`src/rtl/trig_buf_pkg.sv`:
```
// Shared types and widths for the trigger hold-off buffer.
// Holds the run-state encoding, word widths and the saturating drop-count step.
package trig_buf_pkg;

  localparam int TRIG_WORD_W = 32;
  localparam int DROP_CNT_W  = 16;

  typedef enum logic [1:0] {
    ST_IDLE    = 2'd0,
    ST_RUN     = 2'd1,
    ST_STOPPED = 2'd2
  } trig_buf_state_t;

  // Drop counter sticks at all-ones instead of wrapping back to zero.
  function automatic logic [DROP_CNT_W-1:0] sat_inc(input logic [DROP_CNT_W-1:0] v);
    return (&v) ? v : v + 1'b1;
  endfunction

endpackage

```
`src/rtl/trig_buf_ram.sv`:
```
// DEPTH x W simple dual-port word store: synchronous write, combinational read
// that feeds the output register in the top level.
module trig_buf_ram #(
  parameter int DEPTH = 16,
  parameter int W     = 32
) (
  input  logic                     clk,
  input  logic                     wr_en,
  input  logic [$clog2(DEPTH)-1:0] wr_addr,
  input  logic [W-1:0]             wr_data,
  input  logic [$clog2(DEPTH)-1:0] rd_addr,
  output logic [W-1:0]             rd_data
);

  logic [W-1:0] mem [DEPTH];

  always_ff @(posedge clk) begin
    if (wr_en) mem[wr_addr] <= wr_data;
  end

  assign rd_data = mem[rd_addr];

endmodule

```
`src/rtl/trig_holdoff_fifo.sv`:
```
// Trigger word buffer between the trigger generator and the TURF link: never
// backpressures, drops and counts words when full, spaces output handshakes by HOLDOFF.
module trig_holdoff_fifo
  import trig_buf_pkg::*;
#(
  parameter int DEPTH   = 16,
  parameter int HOLDOFF = 4
) (
  input  logic                     ifclk,
  input  logic                     ifclk_rstn_i,
  input  logic                     runrst_i,
  input  logic                     runstop_i,
  input  logic [31:0]              s_trig_tdata,
  input  logic                     s_trig_tvalid,
  output logic                     s_trig_tready,
  output logic [31:0]              m_trig_tdata,
  output logic                     m_trig_tvalid,
  input  logic                     m_trig_tready,
  output logic [$clog2(DEPTH):0]   occupancy_o,
  output logic [15:0]              drop_count_o,
  output logic                     overflow_o,
  output logic [1:0]               state_o
);

  localparam int PTR_W = $clog2(DEPTH);
  localparam int OCC_W = PTR_W + 1;
  localparam logic [OCC_W-1:0] OCC_FULL  = OCC_W'(DEPTH);
  localparam logic [7:0]       HOLD_LOAD = 8'(HOLDOFF);

  // Handshake rules: s_trig is always ready out of reset, so any tvalid cycle is
  // a transfer (stored or dropped). On m_trig, once tvalid rises, tdata and
  // tvalid hold until a cycle with tready high; only runrst_i or reset withdraw it.

  trig_buf_state_t         state_q;
  logic [PTR_W-1:0]        wr_ptr_q, rd_ptr_q, rd_ptr_d;
  logic [OCC_W-1:0]        occ_q, occ_d;
  logic [7:0]              hold_q, hold_d;
  logic [DROP_CNT_W-1:0]   drop_q;
  logic                    ovf_q;
  logic                    valid_q;
  logic [TRIG_WORD_W-1:0]  data_q, ram_rd_data, head_d;
  logic                    offer, rd_fire, wr_fire, drop_fire, active_d;

  always_comb begin
    offer     = s_trig_tvalid && (state_q == ST_RUN) && !runrst_i;
    rd_fire   = valid_q && m_trig_tready;
    wr_fire   = offer && ((occ_q != OCC_FULL) || rd_fire);
    drop_fire = offer && !wr_fire;
    active_d  = runrst_i || (state_q != ST_IDLE);
  end

  always_comb begin
    rd_ptr_d = rd_ptr_q;
    occ_d    = occ_q;
    hold_d   = hold_q;
    if (runrst_i) begin
      rd_ptr_d = '0;
      occ_d    = '0;
      hold_d   = '0;
    end else begin
      rd_ptr_d = rd_ptr_q + PTR_W'(rd_fire);
      case ({wr_fire, rd_fire})
        2'b10:   occ_d = occ_q + 1'b1;
        2'b01:   occ_d = occ_q - 1'b1;
        default: occ_d = occ_q;
      endcase
      if (rd_fire)          hold_d = HOLD_LOAD;
      else if (hold_q != 0) hold_d = hold_q - 1'b1;
    end
  end

  // A word written into the slot that becomes the new head is not in the RAM
  // yet, so it is forwarded straight into the output register.
  always_comb begin
    head_d = ram_rd_data;
    if (wr_fire && (rd_ptr_d == wr_ptr_q)) head_d = s_trig_tdata;
  end

  trig_buf_ram #(
    .DEPTH (DEPTH),
    .W     (TRIG_WORD_W)
  ) u_ram (
    .clk     (ifclk),
    .wr_en   (wr_fire),
    .wr_addr (wr_ptr_q),
    .wr_data (s_trig_tdata),
    .rd_addr (rd_ptr_d),
    .rd_data (ram_rd_data)
  );

  always_ff @(posedge ifclk or negedge ifclk_rstn_i) begin
    if (!ifclk_rstn_i) begin
      state_q  <= ST_IDLE;
      wr_ptr_q <= '0;
      rd_ptr_q <= '0;
      occ_q    <= '0;
      hold_q   <= '0;
      drop_q   <= '0;
      ovf_q    <= 1'b0;
      valid_q  <= 1'b0;
      data_q   <= '0;
    end else begin
      case (state_q)
        ST_IDLE:    if (runrst_i) state_q <= ST_RUN;
        ST_RUN:     if (!runrst_i && runstop_i) state_q <= ST_STOPPED;
        ST_STOPPED: if (runrst_i) state_q <= ST_RUN;
        default:    state_q <= ST_IDLE;
      endcase

      rd_ptr_q <= rd_ptr_d;
      occ_q    <= occ_d;
      hold_q   <= hold_d;

      if (runrst_i) begin
        wr_ptr_q <= '0;
        drop_q   <= '0;
        ovf_q    <= 1'b0;
      end else begin
        if (wr_fire) wr_ptr_q <= wr_ptr_q + 1'b1;
        if (drop_fire) begin
          drop_q <= sat_inc(drop_q);
          ovf_q  <= 1'b1;
        end
      end

      valid_q <= (occ_d != 0) && (hold_d == 0) && active_d;
      if (occ_d != 0) data_q <= head_d;
    end
  end

  assign s_trig_tready = ifclk_rstn_i;
  assign m_trig_tdata  = data_q;
  assign m_trig_tvalid = valid_q;
  assign occupancy_o   = occ_q;
  assign drop_count_o  = drop_q;
  assign overflow_o    = ovf_q;
  assign state_o       = state_q;

endmodule

```
`config.mk`:
```
export PLATFORM = sky130hd
export DESIGN_NAME = trig_holdoff_fifo
export DESIGN_NICKNAME = d
export VERILOG_FILES = /design/src/rtl/trig_buf_pkg.sv /design/src/rtl/trig_buf_ram.sv /design/src/rtl/trig_holdoff_fifo.sv
export SDC_FILE = /design/constraint.sdc
export NUM_CORES = 1
export LEC_CHECK = 0
export BUFFER_PORTS_ARGS = -buffer_cell sky130_fd_sc_hd__buf_2
export CORE_ASPECT_RATIO = 1.4
export CORE_MARGIN = 2
export CORE_UTILIZATION = 42
export CTS_BUF_LIST = sky130_fd_sc_hd__clkbuf_2
export DETAILED_ROUTE_END_ITERATION = 7
export GPL_TIMING_DRIVEN = 0
export SYNTH_ARGS = -nofsm -noshare
export SYNTH_HDL_FRONTEND = slang
export SYNTH_SLANG_ARGS = --single-unit
```
`constraint.sdc`:
```
create_clock -name ifclk -period 9 [get_ports ifclk]
set_input_delay 2.25 -clock ifclk [delete_from_list [all_inputs] [get_ports ifclk]]
set_output_delay 2.25 -clock ifclk [all_outputs]
set_load 0.05 [all_outputs]
```
# Word-level counts from Yosys, hierarchy flattened
# Memories as Yosys holds them, arrays and structs flattened. A register that Yosys moved wholly into a read port is not among the register bits.
# Cells that the tools add are included.
word_totals:
  memories: 1
  regBits: 41
  ram_bits: 512
  inputBits: 38
op_classes:
  n_addsub: 6
  mux: 18
  reduce_logical: 24
  n_eq_ne: 8
mem_list:
  columns: ["memory", "depth", "width", "rd", "rd_clocked_by_memory_dff", "wr", "line_no", "source"]
  rows:
  - ["u_ram.mem", 16, 32, 1, 1, 1, "trig_buf_ram.sv:15", "logic [W-1:0] mem [DEPTH];"]
ops:
  columns: ["op", "n"]
  rows:
  - ["16-bit two-way mux", 3]
  - ["8-bit two-way mux", 3]
  - ["16-bit by 1-bit adder with 16-bit output (second input constant)", 1]
  - ["16-bit AND reduction", 1]
  - ["4-bit two-way mux", 3]
  - ["5-bit one-hot mux with 2 select lines", 1]
  - ["1-bit logical AND", 8]
  - ["8-bit zero test", 1]
  - ["8-bit nonzero test", 1]
  - ["8-bit by 1-bit subtractor with 8-bit output (second input constant)", 1]
  - ["2-bit nonzero test", 3]
  - ["5-bit by 1-bit adder with 5-bit output (second input constant)", 1]
  - ["5-bit two-way mux", 1]
  - ["5-bit != test (second input constant)", 1]
  - ["5-bit nonzero test", 1]
  - ["5-bit by 1-bit subtractor with 5-bit output (second input constant)", 1]
  - ["4-bit by 1-bit adder with 4-bit output", 1]
  - ["4-bit by 1-bit adder with 4-bit output (second input constant)", 1]
  - ["2-bit by 1-bit equality test with 1-bit output (second input constant)", 2]
  - ["2-bit equality test (second input constant)", 2]
  - ["1-bit two-way mux", 4]
  - ["2-bit two-way mux", 2]
  - ["2-bit by 1-bit != test with 1-bit output (second input constant)", 2]
  - ["2-bit one-hot mux with 2 select lines", 1]
  - ["other kinds (6)", 10]

# Logic depth before layout (Yosys ltp)
depth:
  depth_word: 10
  depth_mapped: 14
  depth_no_buf: 12

# Modules after synthesis
# A second synthesis with hierarchy kept.
unflattened:
  hier_cells: 1149
  area_unflattened_um2: 23384.9
by_module_without_submodules:
  columns: ["mod", "cells_per_inst", "area_each_um2", "n_inst", "seq_area_each_um2"]
  rows:
  - ["trig_buf_ram", 806, 19213.4, 1, 15374.7]
  - ["trig_holdoff_fifo", 343, 4171.5, 1, 1826.8]

# Worst setup path after synthesis
# OpenSTA, ideal clock, no wires.
synth_timing:
  path_kind: "input port to flip-flop"
  start: "input port runrst_i"
  end: "memory u_ram.mem[3][0] (enable)"
  cell_stages: 3
  arrival_time_ns: 5.729
  setup_time_ns: 0.501
  path_slack_ns: 2.769
  required_time_ns: 8.499
  path_cell_list: "and4bb_2 -> nand2_1 -> nor4_1"
synth_between:
  elab_chain_len: 5
synth_lines:
  columns: ["element", "line_no", "source"]
  rows:
  - ["start: declaration", "trig_holdoff_fifo.sv:11", "input logic runrst_i,"]
  - ["1-bit zero test", "trig_holdoff_fifo.sv:45", "offer = s_trig_tvalid && (state_q == ST_RUN) && !runrst_i;"]
  - ["1-bit logical AND", "trig_holdoff_fifo.sv:45", null]
  - ["1-bit logical AND", "trig_holdoff_fifo.sv:47", "wr_fire = offer && ((occ_q != OCC_FULL) || rd_fire);"]
  - ["1-bit two-way mux", "trig_buf_ram.sv:18", "if (wr_en) mem[wr_addr] <= wr_data;"]
  - ["1-bit two-way mux (implied by the code)", "trig_buf_ram.sv:18", null]
  - ["end: declaration", "trig_buf_ram.sv:15", null]
# Every way passes these cells.

# Worst setup path in the final report
layout_timing:
  start: "input port ifclk_rstn_i"
  end: "output port s_trig_tready"
layout_rtl:
  columns: ["element", "line_no", "source"]
  rows:
  - ["start: declaration", "trig_holdoff_fifo.sv:10", "input logic ifclk_rstn_i,"]
  - ["end: declaration", "trig_holdoff_fifo.sv:15", "output logic s_trig_tready,"]
# No word-level cell between the ends.

==> flow_summary_export.csv <==
group,metric,value,unit
status,status,"finished, final reports clean",
logic_synthesis,async_flop_share,12.5,%
clocking,clk_pin_slew,0.10,ns
worst_setup_path,path_cells,"buf_4 -> buf_16 -> buf_4 -> buf_2",
global_route,grt_usage,21.9,%
logic_synthesis,yosysSeqAreaShare,71.5,%
timing,setup_viol,0,
worst_setup_path,crit_path_start_kind,"input pin",
worst_setup_path,path_class,"input pin to output pin",
route,first_iter_violations,1250,
power,pwr-share-seq,51.2,%
worst_setup_path,reg2reg_to,"m_trig_tdata[15]$_DFFE_PN0P_",
floorplan,die_h,287,um
logic_synthesis,synth_edf_count,512,
timing,post-route-period-util,62.7,%
floorplan,core-area,56600,um2
logic_synthesis,ys_ff_latch,585,
clocking,cts_tree,"yes",
worst_setup_path,crit_fanout,47,
worst_setup_path,worst_path_most_repeated_cell,"buf_4",
clocking,ctsResizeCount,0,
route,wl_met3,3690,um
timing,rsz0062_at_grt,"false",
hold_path,min_from,"m_trig_tdata[19]$_DFFE_PN0P_",
route,viasPerCell,5.45,
route,routedWlPerCell,22.5,um
hold_path,holdPathEnd,"m_trig_tdata[19]$_DFFE_PN0P_",
flow_run,max_cap_viol_count,0,
worst_setup_path,path_delay_family,"buffers and inverters",
worst_setup_path,crit_arrival,3.39,ns
route,wl_met1,24900,um
logic_synthesis,synth_area,24100,um2
route,drt_drc_violations_left,0,
logic_synthesis,synth_area_leaders,"edfxtp_1, dfrtp_1, nand2_1",
final_layout,final_core_util,48.4,%
hold_path,hold_path_class,"flop to flop",
timing,slew_headroom,34.4,%
final_layout,design_area,27400,um2
logic_synthesis,synth_cell_type_count,59,
placement,place.gp.congestion,0.811,
final_layout,n_fill_cell,4980,
placement,port_buffers,95,
global_route,antenna_found_initial,2,
power,power.share.clock,29.2,%
logic_synthesis,synthCells,1724,
final_layout,fin_nets,2053,
power,ir_worst_vdd,0.123,mV
logic_synthesis,syn_avg_cell_area,14.0,um2
route,wl,64000,um
worst_setup_path,crit_buf_inv,4,
global_route,grt_pass1_wl,95800,um
route,ant_nets,0,
placement,dp.cells,2598,
timing,fmax,0.177,GHz
floorplan,fp.dieW,206,um
worst_setup_path,r2r_start,"m_trig_tvalid$_DFF_PN0_",
timing,fin_skew,0.0798,ns
clocking,worstSkewPairLatency,1.13,ns
floorplan,initial_core_util,42.5,%
worst_setup_path,cp.required,6.75,ns
route,met2_length,33100,um
timing,period_needed,5.64,ns
timing,hold_viol,0,
logic_synthesis,synth_ff_type,"edfxtp_1",
logic_synthesis,synth_warnings,0,
timing,worst_slack,3.36,ns
clocking,cts_setup_buffers,0,
clocking,clock_path_buffers,3,
placement,post-place-ws,2.26,ns
power,leakagePower,0.00975,uW
floorplan,die_area,59200,um2
clocking,h-tree-depth,4,
final_layout,drive_gt1_share,21.4,%
logic_synthesis,syn_nets,1775,
placement,dp_hpwl,43400,um
clocking,hold_buffers,0,
worst_setup_path,crit_path_end_kind,"output pin",
worst_setup_path,rr_worst_depth,12,
final_layout,synthToLayoutAreaGrowth,13.8,%
power,pwr_density_cell,223,nW/um2
logic_synthesis,synth_top_cell_area_share,63.9,%
clocking,ctsRootBufferMaster,"clkbuf_2",
logic_synthesis,yosys.area.top_type,"edfxtp_1",
placement,post_dp_cell_area,26100,um2
power,internal_power,4230,uW
final_layout,fin_cells,2840,
global_route,grt_overflow_total,0,
route,drt_first_pass_iters,7,
power,swShare,30.8,%
final_layout,mostFrequentLayoutCell,"edfxtp_1",
clocking,clkSinkCount,585,
timing,max_slew.worst_pin.slew,0.979,ns
worst_setup_path,slowest_stage,"buf_4",
global_route,grt_max_degree,48,
global_route,grt_pass1_vias,16000,
floorplan,boundaryPins,96,
power,p_switching,1880,uW
timing,fin_hold_ws,0.496,ns
route,routed.top_layer,"met5",
hold_path,min_path_cells,1,
floorplan,row_count,103,
timing,slew_viol_final,0,
route,num_vias,15500,
final_layout,final_cell_mix,"edfxtp_1, nand2_1, clkbuf_2, buf_2, clkbuf_1",
worst_setup_path,max_stage_delay,0.38,ns
power,p_comb_share,19.6,%
worst_setup_path,r2r_slack,4.29,ns
clocking,cts_buffers,137,
==> through the flow <==
stage	total power, uW	setup TNS (ns)
5_1_grt	6390	0
3_3_place_gp	4370	-92.17
6_report	6100	0
3_5_place_dp	4390	0
4_1_cts	6180	0
2_1_floorplan	4030	0
==> cell type report <==
cell class,count,area (um2),area share [%]
repair buffers,139,1010,3.69
clock buffers,213,1070,3.89
clock inverters,28,236,0.864
multi-input cells,1015,6430,23.5
flip-flops and latches,585,17200,62.8
diodes,1,2.50,0.00914
inverters,20,75.1,0.274
well taps,735,920,3.36
plain buffers,104,427,1.56
==> layer usage <==
metal,global-route usage [%],vias to the layer above
li1,-,7085
met1,26.1,7677
met2,38.5,565
met3,3.90,144
met4,10.0,2
met5,0,-
==> power groups by stage <==
stage | clock network [uW] | logic, uW | registers, uW
floorplan | 0 | 578 | 3460
global placement | 0 | 1170 | 3190
detailed placement | 0 | 1200 | 3190
CTS | 1840 | 1210 | 3130
global route | 1970 | 1280 | 3140
finish | 1780 | 1190 | 3130
==> cell usage after synthesis (32+ instances only) <==
library cell,n
mux2i_1,65
edfxtp_1,512
mux2_2,32
nor2_1,40
a31oi_1,65
nand2_1,373
dfrtp_1,73
clkbuf_1,78
nand3_1,73
a211oi_1,66
nor2b_1,68
a32oi_1,64
==> sequential cells by signal (all words and copies together) (netlist names) <==
| register | count |
|---|---|
| drop_count_o | 16 |
| hold_q | 8 |
| m_trig_tdata | 32 |
| m_trig_tvalid | 1 |
| occupancy_o | 5 |
| overflow_o | 1 |
| rd_ptr_q | 4 |
| state_o | 2 |
| u_ram.mem | 512 |
| wr_ptr_q | 4 |
==> worst max path at each step <==
stage / startpoint / slack (ns) / cells after the start / endpoint
floorplan: runrst_i / 2.77 / 3 / u_ram.mem[3][0]$_DFFE_PP_
global placement: runrst_i / -1.06 / 4 / u_ram.mem[3][4]$_DFFE_PP_
detailed placement: m_trig_tready / 2.26 / 13 / m_trig_tdata[31]$_DFFE_PN0P_
CTS: ifclk_rstn_i / 3.28 / 4 / s_trig_tready
global route: ifclk_rstn_i / 3.20 / 4 / s_trig_tready
finish: ifclk_rstn_i / 3.36 / 4 / s_trig_tready
==> cell families (layout without fill, tap and decap cells) <==
kind of cell / count (synthesis) / count (layout) / share of synthesized area, %
xor gates and xnor gates: 29 / 29 / 1.06
AOI/OAI and AO/OA: 234 / 234 / 7.14
buffers and inverters: 124 / 504 / 2.09
and+or+nand+nor: 610 / 610 / 11.4
other: 0 / 1 / 0
muxes: 129 / 129 / 6.15
DFF: 585 / 585 / 71.5
adders and majority gates: 13 / 13 / 0.707
No activity file was read; power rests on OpenSTA's default activity.
